`src/rtl/mem_resp_if.sv`:
```
// Core-to-memory request bus: the core drives req/we/addr/wdata and holds req until ack.
// The responder returns rdata with a one-cycle ack and flags busy while a request is in flight.
interface mem_resp_if #(
  parameter int WIDTH = 32
);
  logic             req;
  logic             we;
  logic [31:0]      addr;
  logic [WIDTH-1:0] wdata;
  logic [WIDTH-1:0] rdata;
  logic             ack;
  logic             busy;

  modport master (
    output req, we, addr, wdata,
    input  rdata, ack, busy
  );

  modport slave (
    input  req, we, addr, wdata,
    output rdata, ack, busy
  );
endinterface

```
`src/rtl/mem_resp.sv`:
```
// Word-addressed memory responder: one request at a time, ack LATENCY cycles after req is first presented.
// No backpressure path; inputs are sampled only in IDLE and ignored while busy.
module mem_resp #(
  parameter int WIDTH      = 32,
  parameter int DEPTH_LOG2 = 6,
  parameter int LATENCY    = 2
) (
  input logic      clk,
  input logic      reset,
  mem_resp_if.slave bus
);

  typedef enum logic [1:0] {IDLE, WAIT, RESP} state_t;

  localparam logic [3:0] CNT_INIT = 4'(LATENCY - 1);

  state_t                state;
  logic [3:0]            cnt;
  logic                  we_q;
  logic [DEPTH_LOG2-1:0] idx_q;
  logic [WIDTH-1:0]      wdata_q;
  logic [WIDTH-1:0]      rdata_q;

  logic [WIDTH-1:0]      mem [0:(1<<DEPTH_LOG2)-1];

  logic [DEPTH_LOG2-1:0] idx_in;
  logic                  do_op;
  logic                  op_we;
  logic [DEPTH_LOG2-1:0] op_idx;
  logic [WIDTH-1:0]      op_wdata;
  logic                  unused_addr;

  assign idx_in      = bus.addr[DEPTH_LOG2+1:2];
  assign unused_addr = ^{bus.addr[31:DEPTH_LOG2+2], bus.addr[1:0]};

  // The memory access happens on the edge entering RESP. With LATENCY=1 that edge is
  // the acceptance edge itself, so the request registers are not loaded yet and the
  // live bus values are used instead. Gating with reset keeps a held reset from committing.
  always_comb begin
    do_op    = 1'b0;
    op_we    = we_q;
    op_idx   = idx_q;
    op_wdata = wdata_q;
    if (state == IDLE && bus.req && LATENCY == 1) begin
      do_op    = reset;
      op_we    = bus.we;
      op_idx   = idx_in;
      op_wdata = bus.wdata;
    end else if (state == WAIT && cnt == 4'd1) begin
      do_op    = reset;
    end
  end

  always_ff @(posedge clk) begin
    if (do_op && op_we) begin
      mem[op_idx] <= op_wdata;
    end
  end

  always_ff @(posedge clk or negedge reset) begin
    if (!reset) begin
      state   <= IDLE;
      cnt     <= '0;
      we_q    <= 1'b0;
      idx_q   <= '0;
      wdata_q <= '0;
      rdata_q <= '0;
    end else begin
      if (do_op && !op_we) begin
        rdata_q <= mem[op_idx];
      end
      case (state)
        IDLE: begin
          if (bus.req) begin
            we_q    <= bus.we;
            idx_q   <= idx_in;
            wdata_q <= bus.wdata;
            cnt     <= CNT_INIT;
            state   <= (LATENCY == 1) ? RESP : WAIT;
          end
        end
        WAIT: begin
          cnt <= cnt - 4'd1;
          if (cnt == 4'd1) begin
            state <= RESP;
          end
        end
        RESP:    state <= IDLE;
        default: state <= IDLE;
      endcase
    end
  end

  assign bus.rdata = rdata_q;
  assign bus.ack   = (state == RESP);
  assign bus.busy  = (state != IDLE);

endmodule
```
`src/flat_wrapper.sv`:
```
// flat-port wrapper written by rule: the top's interface ports become plain ports
module mem_resp_flat 
#(
  parameter int WIDTH      = 32,
  parameter int DEPTH_LOG2 = 6,
  parameter int LATENCY    = 2
)
  (clk, reset, bus_req, bus_we, bus_addr, bus_wdata, bus_rdata, bus_ack, bus_busy);
  mem_resp_if #(.WIDTH(WIDTH)) bus_i ();
  input logic clk;
  input logic reset;
  input wire logic [$bits(bus_i.req)-1:0] bus_req;
  input wire logic [$bits(bus_i.we)-1:0] bus_we;
  input wire logic [$bits(bus_i.addr)-1:0] bus_addr;
  input wire logic [$bits(bus_i.wdata)-1:0] bus_wdata;
  output wire logic [$bits(bus_i.rdata)-1:0] bus_rdata;
  output wire logic [$bits(bus_i.ack)-1:0] bus_ack;
  output wire logic [$bits(bus_i.busy)-1:0] bus_busy;
  assign bus_i.req = bus_req;
  assign bus_i.we = bus_we;
  assign bus_i.addr = bus_addr;
  assign bus_i.wdata = bus_wdata;
  assign bus_rdata = bus_i.rdata;
  assign bus_ack = bus_i.ack;
  assign bus_busy = bus_i.busy;
  mem_resp #(.WIDTH(WIDTH), .DEPTH_LOG2(DEPTH_LOG2), .LATENCY(LATENCY)) u_core (.clk(clk), .reset(reset), .bus(bus_i));
endmodule
```
`config.mk`:
```
export PLATFORM = sky130hd
export DESIGN_NAME = mem_resp_flat
export DESIGN_NICKNAME = d
export VERILOG_FILES = /design/src/rtl/mem_resp_if.sv /design/src/rtl/mem_resp.sv /design/src/flat_wrapper.sv
export SDC_FILE = /design/constraint.sdc
export NUM_CORES = 2
export LEC_CHECK = 0
export ABC_CLOCK_PERIOD_IN_PS = 6800
export CORE_MARGIN = 2
export CORE_UTILIZATION = 40
export CTS_CLUSTER_DIAMETER = 30
export DETAILED_ROUTE_END_ITERATION = 8
export GPL_ROUTABILITY_DRIVEN = 0
export SYNTH_ARGS = -nofsm -noshare
export SYNTH_HDL_FRONTEND = slang
export SYNTH_SLANG_ARGS = --single-unit
```
`constraint.sdc`:
```
create_clock -name clk -period 6.8 [get_ports clk]
set_input_delay 0.68 -clock clk [delete_from_list [all_inputs] [get_ports clk]]
set_output_delay 0.68 -clock clk [all_outputs]
set_load 0.02 [all_outputs]
```
Word-level counts from Yosys, hierarchy flattened
Memories as Yosys holds them, arrays and structs flattened. A register that Yosys moved wholly into a read port is not among the register bits.
Cells that the tools add are included.
{"block": "op_classes", "eq_ne": 5, "order_cmp": 0, "div_mod_pow": 0, "n_shift": 0, "mul": 0, "n_mux": 8, "bitwise": 0, "reduce_logical": 11, "addsub": 1}
{"operator": "4-bit case mux with 2 select lines", "count": 1}
{"operator": "2-bit AND reduction", "count": 3}
{"operator": "4-bit by 1-bit == test with 1-bit output (second input constant)", "count": 1}
{"operator": "2-bit 2-to-1 mux", "count": 2}
{"operator": "4-bit 2-to-1 mux", "count": 1}
{"operator": "2-bit != test (second input constant)", "count": 2}
{"operator": "2-bit case mux with 2 select lines", "count": 1}
{"operator": "2-bit nonzero test", "count": 2}
{"operator": "4-bit by 1-bit subtractor with 4-bit output (second input constant)", "count": 1}
{"operator": "1-bit logical AND", "count": 3}
{"operator": "1-bit 2-to-1 mux", "count": 3}
{"operator": "2-bit by 1-bit == test with 1-bit output (second input constant)", "count": 1}
{"operator": "2-bit == test (second input constant)", "count": 1}
{"operator": "1-bit logical NOT", "count": 2}
{"operator": "2-bit logical NOT", "count": 1}
{"block": "word_totals", "latchBits": 0, "mem_bits_rw": 2048, "input_bits": 68, "n_memories": 1, "romBits": 0, "register_bits": 45, "out_inout_bits": 34}
{"memory": "u_core.mem", "depth": 64, "width": 32, "rd": 1, "rd_clocked_by_memory_dff": 1, "wr": 1, "line": "mem_resp.sv:24", "source": "logic [WIDTH-1:0] mem [0:(1<<DEPTH_LOG2)-1];"}

Logic depth before layout (Yosys ltp)
{"block": "logic_depth", "word_depth": 6, "mapped_depth": 12, "mapped_depth_nobuf": 8}

Least setup slack after synthesis
Ideal clock, no wire load.
{"block": "synth_path", "path_type": "register to register", "startpoint": "register u_core.cnt[1]", "endpoint": "memory u_core.mem[10][0], enable pin", "n_path_buf": 1, "stages_incl_launch_ff": 9, "setup_slack_ps": 3325, "arrival_ps": 3054, "setup_time_ps": 421, "cell_sequence": "dfrtp_1 > inv_1 > ha_1 > nor3b_1 > and2_1 > and3_1 > clkbuf_1 > nand3_1 > nor2_1"}
{"block": "synth_between", "elab_chain_len": 6}
{"element": "from (decl)", "line": "mem_resp.sv:18", "source": "logic [3:0] cnt;"}
{"element": "from (signal assigned)", "line": "mem_resp.sv:83", "source": "cnt <= cnt - 4'd1;"}
{"element": "4-bit by 1-bit == test with 1-bit output", "line": "mem_resp.sv:49", "source": "end else if (state == WAIT && cnt == 4'd1) begin"}
{"element": "1-bit logical AND", "line": "mem_resp.sv:49"}
{"element": "1-bit 2-to-1 mux", "line": "mem_resp.sv:49"}
{"element": "1-bit logical AND", "line": "mem_resp.sv:55", "source": "if (do_op && op_we) begin"}
{"element": "1-bit 2-to-1 mux", "line": "mem_resp.sv:55"}
{"element": "1-bit 2-to-1 mux (not written as such)", "line": "mem_resp.sv:56", "source": "mem[op_idx] <= op_wdata;"}
{"element": "to (decl)", "line": "mem_resp.sv:24"}
Every way passes these cells.

Worst setup path after layout
{"block": "layout_path", "startpoint": "register u_core.cnt[1]", "endpoint": "memory u_core.mem[34][8], enable pin"}
Same word-level chain as after synthesis.

==> impl_metrics.json <==
{
  "synth_nets": 4381,
  "grt_pass1_vias": 46059,
  "internal-power_mw": 33.9,
  "cp-end-kind": "flop",
  "max_freq_ghz": 0.215,
  "synth_common_cells": "2048 x edfxtp_1, 256 x mux2_2, 213 x a221oi_1",
  "port_buffers": 75,
  "status": "finished clean",
  "initial_core_util_pct": 40.1,
  "grt_antenna_before_repair": 10,
  "hold_buffers": 1,
  "cts_tree": "yes",
  "avgSynthCellArea_um2": 19.0,
  "grt_max_degree": 122,
  "syn_area_um2": 81900,
  "cts_setup_buffers": 0,
  "power_frac_seq_pct": 34.6,
  "power_mw": 50.6,
  "worst_pin_slew_ps": 1340,
  "cts_resized": 0,
  "synth_top_area_share_pct": 75.1,
  "ys_seq_elements": 2125,
  "drtIter0Drc": 6998,
  "async_reset_ff_share_pct": 3.62,
  "critPathKind": "flop to flop",
  "synthToLayoutAreaGrowth_pct": 22.6,
  "avgViaCountPerCell": 6.16,
  "setup-violations-final": 0,
  "fin_crit_sh_pct": 68.5,
  "hpwl_um": 147000,
  "cap_violations": 0,
  "htreeDepth": 5,
  "die_y_um": 457,
  "switching_share_pct": 33.1,
  "cp-start-kind": "flop",
  "routed_wl_um": 262000,
  "yosysWarnings": 0,
  "netlist_top_cells_area": "edfxtp_1 75%, mux4_2 4.3%, mux2_2 3.5%",
  "rows": 166,
  "clk_pin_slew_ps": 50,
  "grt_setup_unrepaired": "false",
  "worstPathMaxFanout": 17,
  "seq_area_frac_synth_pct": 77.4,
  "post_route_cells_drive_above_1_share_pct": 28.2,
  "fin_skew_ps": 68.1,
  "route.detailed.drc": 0,
  "cts_buffers": 404,
  "clockBufferDepth": 4,
  "vias": 47523,
  "ys.flop_type": "edfxtp_1",
  "cts.sinks": 2125,
  "ir_drop_mv": 0.359,
  "grt_pass1_wl_um": 362000,
  "power.switching_mw": 16.7,
  "top_level_ports": 102,
  "timing.final.hold_violations": 0,
  "p_per_area_nw_per_um2": 504,
  "hp-class": "input port to async pin",
  "arrival_ps": 5240,
  "wl_per_cell_um": 34.0,
  "p_leak_nw": 32.4,
  "clock_latency_ps": 970,
  "synth_edf_count": 2048,
  "dieArea_um2": 208000,
  "postRouteAntennaNets": 0,
  "synth_top_area_cell": "edfxtp_1",
  "grtUsageTotal_pct": 24.6,
  "cts_root_buf": "clkbuf_16",
  "synth_cells": 4311,
  "relSlewSlack_pct": 10.7,
  "synth_cell_types": 77,
  "final_max_slew_viol_count": 0,
  "pwr-share-clk_pct": 39.6,
  "layout.nets": 4770,
  "fin_setup_tns_ps": 0,
  "drt_pass1_iterations": 6,
  "grt_overflow": 0,
  "finalCriticalPeriod_ps": 4660,
  "crit_required_ps": 7380,
  "comb_power_share_pct": 25.8,
  "die_w_um": 457,
  "coreArea_um2": 204000,
  "yosysMostFrequentCell": "edfxtp_1"
}
## state kept, by name, summed over array words and instances, names as in the netlist
name              cells
u_core.bus.rdata     32
u_core.cnt            4
u_core.idx_q          6
u_core.mem         2048
u_core.op_wdata      32
u_core.op_we          1
u_core.state          2
## metrics by stage
step	std cells	setup slack (ps)	instance area (um^2)	hold WS (ps)	util, %
final	7720	2140	100000	283	49.2
after global routing	7715	1960	100000	296	49.2
after CTS	7715	2250	100000	244	49.2
after detailed placement	6981	2160	86700	502	42.5
after global placement	6981	2170	86700	489	42.5
after floorplan	4311	3330	81900	384	-
## worst paths after layout
| check | startpoint | slack, ps | end | depth (start not counted) |
|---|---|---|---|---|
| worst max register to register | u_core.cnt[1] | 2140 | u_core.mem[34][8] | 8 |
| worst max-delay path | u_core.cnt[1] | 2140 | u_core.mem[34][8] | 8 |
| worst min-delay path | reset | 280 | u_core.cnt[2] | 2 |
| min in group clk | bus_we | 320 | u_core.op_we | 2 |
| max in group asynchronous | reset | 4880 | u_core.idx_q[1] | 3 |
| worst min register to register | u_core.op_wdata[3] | 510 | u_core.op_wdata[3] | 1 |
## critical path: stages, from the launching register on
cell and delay [ps]:
dfrtp_1 380, inv_1 80, ha_1 130, nor3b_1 380, and2_1 220, and3_1 620, nand3_1 950, nor2_4 970
buf_4 480
## cells in the final DEF (no fill, tap or decap), types with 9 or more instances in the layout
cell / instances
edfxtp_1: 2048
clkbuf_16: 411
mux2_2: 256
a221oi_1: 213
buf_4: 192
a22oi_1: 185
mux2i_1: 176
mux4_2: 155
a21oi_1: 117
o22ai_1: 105
nand2_1: 95
nor2_1: 86
o21ai_0: 79
clkdlybuf4s50_1: 74
nor2_4: 70
bufinv_16: 60
clkinv_2: 56
clkinvlp_4: 52
clkinv_1: 46
dfrtp_1: 42
clkinv_4: 35
clkbuf_1: 34
a221o_1: 32
dfrtp_2: 32
inv_6: 31
nand3_1: 29
o2bb2ai_1: 23
a22o_1: 22
a31oi_1: 22
o22a_1: 21
o221ai_1: 13
a211oi_1: 12
o2111ai_1: 12
buf_12: 12
nand3b_1: 10
and3_1: 10
o211ai_1: 9
## cell type report
class | count | area, um^2
inverter | 6 | 32.5
clock inverter | 283 | 3280
clock buffer | 450 | 10500
sequential | 2125 | 63500
antenna | 5 | 12.5
fill | 16308 | 104000
tap | 2688 | 3360
timing repair buffer | 279 | 2430
multi-input combinational | 1884 | 17400
## power by group through the flow
| stage | Sequential (mW) | Combinational [mW] | Clock [mW] |
|---|---|---|---|
| after CTS | 17.5 | 12.8 | 20.2 |
| after global placement | 17.7 | 12.6 | 0 |
| after global routing | 17.6 | 13.4 | 20.8 |
| after floorplan | 18.0 | 6.66 | 0 |
| after detailed placement | 17.7 | 12.7 | 0 |
| final | 17.5 | 13.0 | 20.1 |
## metal layers
layer  wire length, um  track usage [%]
met5                54                0
met1            103000             34.1
met4              8680             8.81
met2            121000             37.5
met3             30100             6.44
## cell families (layout without fill, tap and decap cells)
logic type                 Yosys count  in the layout  synth area share, %
AOI/OAI and AO/OA                  921            921                 8.35
xor gates and xnor gates             1              1               0.0107
adders and majority gates            2              2               0.0305
buffers and inverters              302           1018                 2.11
DFF                               2125           2125                 77.4
muxes                              592            592                 10.0
other                                0              5                    0
and+or+nand+nor                    368            368                 2.05
(Power assumes the default switching activity.)
